File: src/rtl/bitrev_driver.sv
// Host-side sequencer for the bit-reversal accelerator: one job in,
// NUM_WORDS read handshakes out, with reset-wait and timeout handling.
module bitrev_driver #(
  parameter int NUM_WORDS = 4,
  parameter int READ_GAP  = 2,
  parameter int RST_WAIT  = 4,
  parameter int TIMEOUT   = 1024
) (
  input  logic        clk,
  input  logic        reset,
  input  logic        req_valid_i,
  output logic        req_ready_o,
  input  logic [31:0] req_data_i,
  output logic        res_valid_o,
  input  logic        res_ready_i,
  output logic [31:0] res_data_o,
  output logic        res_last_o,
  output logic        busy_o,
  output logic        timeout_o,
  output logic [31:0] din_o,
  output logic        start_flag_o,
  output logic        read_o,
  input  logic        done_flag_i,
  input  logic [31:0] dout_i
);

  localparam int CW =
    $clog2(TIMEOUT + RST_WAIT + READ_GAP + 4);
  localparam int WW =
    (NUM_WORDS > 1) ? $clog2(NUM_WORDS) : 1;

  typedef enum logic [2:0] {
    S_INIT,
    S_IDLE,
    S_START,
    S_WAIT,
    S_RDHI,
    S_GAP,
    S_OUT
  } state_t;

  state_t        r_state, w_state;
  logic [CW-1:0] r_cnt, w_cnt;
  logic [WW-1:0] r_word, w_word;
  logic [31:0]   r_din, w_din;
  logic [31:0]   r_res, w_res;
  logic          r_busy;
  logic          w_last;

  assign din_o      = r_din;
  assign res_data_o = r_res;
  assign busy_o     = r_busy;
  assign w_last     = (r_word == WW'(NUM_WORDS - 1));

  always_ff @(posedge clk or posedge reset) begin
    if (reset) begin
      r_state <= S_INIT;
      r_cnt   <= '0;
      r_word  <= '0;
      r_din   <= '0;
      r_res   <= '0;
      r_busy  <= 1'b0;
    end else begin
      r_state <= w_state;
      r_cnt   <= w_cnt;
      r_word  <= w_word;
      r_din   <= w_din;
      r_res   <= w_res;
      r_busy  <= (w_state != S_IDLE);
    end
  end

  always_comb begin
    w_state      = r_state;
    w_cnt        = r_cnt;
    w_word       = r_word;
    w_din        = r_din;
    w_res        = r_res;
    req_ready_o  = 1'b0;
    res_valid_o  = 1'b0;
    res_last_o   = 1'b0;
    timeout_o    = 1'b0;
    start_flag_o = 1'b0;
    read_o       = 1'b0;
    unique case (r_state)
      // Reset leaves r_cnt at 0, a job end enters at 1, so the
      // cycle in which reset releases counts as one extra wait.
      S_INIT: begin
        if (r_cnt == CW'(RST_WAIT)) begin
          w_state = S_IDLE;
          w_cnt   = '0;
        end else begin
          w_cnt = r_cnt + 1'b1;
        end
      end
      S_IDLE: begin
        req_ready_o = 1'b1;
        if (req_valid_i) begin
          w_din   = req_data_i;
          w_state = S_START;
        end
      end
      S_START: begin
        start_flag_o = 1'b1;
        w_cnt        = '0;
        w_word       = '0;
        w_state      = S_WAIT;
      end
      S_WAIT: begin
        if (done_flag_i) begin
          w_state = S_RDHI;
          w_cnt   = '0;
        end else if (r_cnt == CW'(TIMEOUT - 1)) begin
          timeout_o = 1'b1;
          w_state   = S_IDLE;
          w_cnt     = '0;
        end else begin
          w_cnt = r_cnt + 1'b1;
        end
      end
      S_RDHI: begin
        read_o = 1'b1;
        if (r_cnt == CW'(1)) begin
          w_state = S_GAP;
          w_cnt   = '0;
        end else begin
          w_cnt = r_cnt + 1'b1;
        end
      end
      S_GAP: begin
        if (r_cnt == CW'(READ_GAP - 1)) begin
          w_res   = dout_i;
          w_state = S_OUT;
          w_cnt   = '0;
        end else begin
          w_cnt = r_cnt + 1'b1;
        end
      end
      S_OUT: begin
        res_valid_o = 1'b1;
        res_last_o  = w_last;
        if (res_ready_i) begin
          if (!w_last) begin
            w_word  = r_word + 1'b1;
            w_state = S_RDHI;
            w_cnt   = '0;
          end else begin
            w_state = S_INIT;
            w_cnt   = CW'(1);
          end
        end
      end
      default: begin
        w_state = S_INIT;
        w_cnt   = '0;
      end
    endcase
  end

endmodule

File: config.mk
export PLATFORM = sky130hd
export DESIGN_NAME = bitrev_driver
export DESIGN_NICKNAME = d
export VERILOG_FILES = /design/src/rtl/bitrev_driver.sv
export SDC_FILE = /design/constraint.sdc
export NUM_CORES = 1
export LEC_CHECK = 0
export ABC_AREA = 1
export BUFFER_PORTS_ARGS = -buffer_cell sky130_fd_sc_hd__buf_2
export CAP_MARGIN = 20
export CELL_PAD_IN_SITES_DETAIL_PLACEMENT = 1
export CELL_PAD_IN_SITES_GLOBAL_PLACEMENT = 2
export CORE_MARGIN = 8
export CORE_UTILIZATION = 25
export DETAILED_ROUTE_END_ITERATION = 8
export GPL_TIMING_DRIVEN = 0
export PLACE_DENSITY_LB_ADDON = 0.1
export RECOVER_POWER = 50
export REMOVE_ABC_BUFFERS = 1
export SYNTH_ARGS = -nofsm -noshare
export SYNTH_HDL_FRONTEND = slang
export SYNTH_SLANG_ARGS = --single-unit
File: constraint.sdc
create_clock -name clk -period 2.8 [get_ports clk]
set_input_delay 0.84 -clock clk [delete_from_list [all_inputs] [get_ports clk]]
set_output_delay 0.84 -clock clk [all_outputs]
set_load 0.02 [all_outputs]
==> out/qor.log <==
INFO  timing         report.final.slew_viol_count=0
INFO  worst_setup_path regToRegSetupSlack=470ps
INFO  synth          yosys_warnings=0
INFO  cts            ctsLongestPathBuffers=2
INFO  timing         setup_slack=179ps
INFO  drt            via_per_inst=4.43
INFO  worst_setup_path cells_along_the_critical_path=ha_1, nand2_1, nor2_1, nand3_2, nor2_1, buf_2
INFO  timing         final.setup.tns=0ps
INFO  drt            drc_errors=0
INFO  worst_setup_path timing.critical_path.slowest_stage_cell=sky130_fd_sc_hd__dfrtp_1
INFO  synth          synthMostInstantiatedCell=sky130_fd_sc_hd__nand2_1
INFO  worst_hold_path worstHoldStart=res_data_o[31]
INFO  timing         tightest_slew=920ps
INFO  timing         worst_clock_skew=7.69ps
INFO  worst_setup_path timing.critical_path.to_type=primary output
INFO  die            die_height=137microns
INFO  synth          async_reset_ff_frac=1.00
INFO  cts            holdBufCountCts=0
INFO  drt            initial_drt_markers=89
INFO  timing         fin_crit=2620ps
INFO  die            chipWidth=137microns
INFO  pwr            p_per_area=1150nW/um^2
INFO  global_route   grt_antenna_before_repair=2
INFO  drt            routedLengthMet1=4630microns
INFO  synth          synth-compound-area-share=0.0206
INFO  worst_setup_path cp_max_fo=5
INFO  synth          average_cell_area_after_synthesis=9.44squm
INFO  worst_setup_path path_common_cell=sky130_fd_sc_hd__nor2_1
INFO  worst_setup_path crit-reg2reg-capture=busy_o
INFO  placed_design  dpl.cell_count=697
INFO  synth          synth_top_family_by_area=simple AND/OR/NAND/NOR gates
INFO  drt            route.met3.wl=1060microns
INFO  status         outcome=finished clean
INFO  global_route   grt_pass1_wl=18300microns
INFO  cts            clock_sinks=81
INFO  pwr            share_clk_of_total_power=0.217
INFO  synth          synth_cell_types=26
INFO  die            initial_utilization=0.253
INFO  final_layout   final_cell_count_no_fill=713
INFO  cts            clock_insertion_delay_worst_skew=340ps
INFO  final_layout   area_growth=32.0%
INFO  worst_setup_path critical_path_type=reg2out
INFO  synth          synth.cell_area=3640squm
INFO  cts            clock_pin_slew_worst_setup_and_hold_paths=70ps
INFO  cts            cts_tree=done
INFO  drt            drt-pass1-iter-count=4
INFO  drt            average_wire_length_per_cell_after_detail_routing=16.0microns
INFO  drt            dr.max_layer_used=met5
INFO  synth          synthSimpleGateAreaFrac=0.248
INFO  synth          yosys.area_share.xor_xnor=0.00723
INFO  timing         post-route-period-util=0.936
INFO  cts            clock-root-buffer=sky130_fd_sc_hd__clkbuf_16
INFO  cts            ctsResizeCount=0
INFO  synth          synthFlopType=sky130_fd_sc_hd__dfrtp_1
INFO  pwr            power_frac_comb=0.424
INFO  die            core.rowCount=44
INFO  timing         setup_viol_count_final=0
INFO  cts            cts_made_buffers=9
INFO  synth          synth-seq-cells=81
INFO  placed_design  dpl.hpwl=8570microns
INFO  synth          synth.mux.area_fraction=0.0991
INFO  pwr            vdd_ir_drop_max=417uV
INFO  pwr            switchingPower=2400uW
INFO  worst_hold_path whs_endpoint=res_data_o[31]
INFO  global_route   maximum_number_of_pins_on_one_net_before_global_route_repair=62
INFO  final_layout   antennaDiodeCount=0
INFO  flow_run       max_cap_violations=0
INFO  drt            detailed_route_wire_length=11400microns
INFO  die            design.portCount=140
INFO  synth          cell_type_contributing_the_most_total_cell_area_after_synthesis=sky130_fd_sc_hd__dfrtp_1
INFO  global_route   first_global_vias=3446
INFO  worst_hold_path timing.hold.worst_path_depth=2
INFO  worst_setup_path start_kind=flop
INFO  pwr            totalPowerFinal=5530uW
INFO  synth          synthAdderAreaFrac=0.0138
INFO  die            dieArea=18700squm
INFO  worst_hold_path hold_class=reg2reg
INFO  global_route   grt.overflow.total=0
INFO  placed_design  place_worst_setup_slack=174ps
INFO  worst_setup_path cp_data_arrival_time=1780ps
INFO  drt            num_vias=3161
INFO  timing         max_clock_freq=382MHz
INFO  timing         grt_setup_unrepaired=no
INFO  synth          post_synthesis_instance_total=385
INFO  drt            ant_nets=0
INFO  synth          synthTopCellsByArea=sky130_fd_sc_hd__dfrtp_1, sky130_fd_sc_hd__nand2_1, sky130_fd_sc_hd__mux2_1, sky130_fd_sc_hd__nand3_1, sky130_fd_sc_hd__inv_1
INFO  pwr            seqPwrFrac=0.359
INFO  synth          seq_area_frac_synth=0.557
INFO  worst_setup_path worst_r2r_startpoint=r_cnt[8]
INFO  drt            wl_met2=5480microns
INFO  placed_design  gp_congestion=0.718
INFO  pwr            power.switching_fraction=0.434
INFO  worst_setup_path critPathMaxStageDelay=420ps
INFO  global_route   grt_util_all_layers=0.128
INFO  cts            deepest_level_of_the_cts_h_tree=3
INFO  die            design.core.area=14400squm
INFO  worst_setup_path required=1960ps
INFO  pwr            power_leakage=0.00240uW
INFO  cts            post_cts_buffers=0
INFO  timing         slew_headroom=0.384
INFO  synth          synth.cells.most_frequent=sky130_fd_sc_hd__nand2_1, sky130_fd_sc_hd__dfrtp_1, sky130_fd_sc_hd__nand3_1, sky130_fd_sc_hd__mux2_1
INFO  worst_setup_path r2r.worst_path.cells=10
INFO  timing         final_hold_viol_count=0
INFO  timing         hold_slack=469ps
INFO  synth          post-synth-top-area-fraction=0.557
INFO  placed_design  portBuffers=139
INFO  synth          synth-edff-count=0
INFO  final_layout   final_layout_size_suffix_gt1_frac=0.259
INFO  final_layout   nNetsFinal=597
INFO  pwr            pint=3130uW
layer usage:
layer  GRT usage  up-vias
met5           0        -
met4      0.0549        4
met3      0.0591       16
met2       0.203       81
met1       0.145     1525
li1            -     1535
worst max path at each step:
stage	slack, ps	from	endpoint	cells after the start
floorplan	-120	reset	busy_o	1
global placement	-1480	reset	res_data_o[30]	2
detailed placement	170	r_cnt[8]	busy_o	10
CTS	80	r_cnt[0]	timeout_o	6
global route	40	r_cnt[0]	timeout_o	6
finish	180	r_cnt[0]	timeout_o	6
cell families (layout without fill, tap and decap cells):
logic type,after synthesis,after routing
AND/OR/NAND/NOR,207,207
multiplexers,32,32
adder cells (fa/ha/maj),4,4
AO/OA/AOI/OAI,14,14
buffers and inverters,44,188
XOR/XNOR,3,3
flip-flops,81,81
stage by stage:
step / cell area (sq um) / utilization
after floorplan: 3550 / -
after global placement: 4480 / 0.312
after detailed placement: 4570 / 0.318
after CTS: 4860 / 0.338
after global routing: 4800 / 0.334
final: 4800 / 0.334
registers in the layout, indices dropped and copies added (netlist names):
| register | flops |
|---|---|
| busy_o | 1 |
| din_o | 32 |
| r_cnt | 11 |
| r_state | 3 |
| r_word | 2 |
| res_data_o | 32 |
area by class of cell:
type	count	area, sq um
clock inverters	6	65.1
clock buffers	10	229
multi-input cells	260	1420
fillers	1714	9570
inverters	30	114
well taps	184	230
repair buffers	142	718
flip-flops and latches	81	2030
power groups by stage:
stage          logic, uW  registers, uW  clock network, uW
2_1_floorplan        894           2590                  0
3_3_place_gp        2440           1980                  0
3_5_place_dp        2490           2010                  0
4_1_cts             2490           1990               1250
5_1_grt             2600           2060               1300
6_report            2340           1980               1200
placed cells by master, fill, tap and decap left out, drive strengths merged, types with 2 or more instances in the layout:
| master | n |
|---|---|
| dfrtp | 81 |
| nand4 | 11 |
| clkinv | 2 |
| nor2 | 27 |
| nand2 | 112 |
| inv | 31 |
| buf | 109 |
| xor2 | 3 |
| clkbuf | 43 |
| o21ai | 10 |
| nor3 | 5 |
| mux2 | 32 |
| clkinvlp | 2 |
| nand3 | 51 |
| ha | 4 |
| a21oi | 2 |
critical path: cells and delay by family, from the launching register on:
| kind | cells | cell delay, ps |
|---|---|---|
| adder cells (fa/ha/maj) | 1 | 250 |
| AND/OR/NAND/NOR | 4 | 600 |
| buffers and inverters | 1 | 170 |
| flip-flops | 1 | 420 |
No activity file was read; power rests on OpenSTA's default activity.
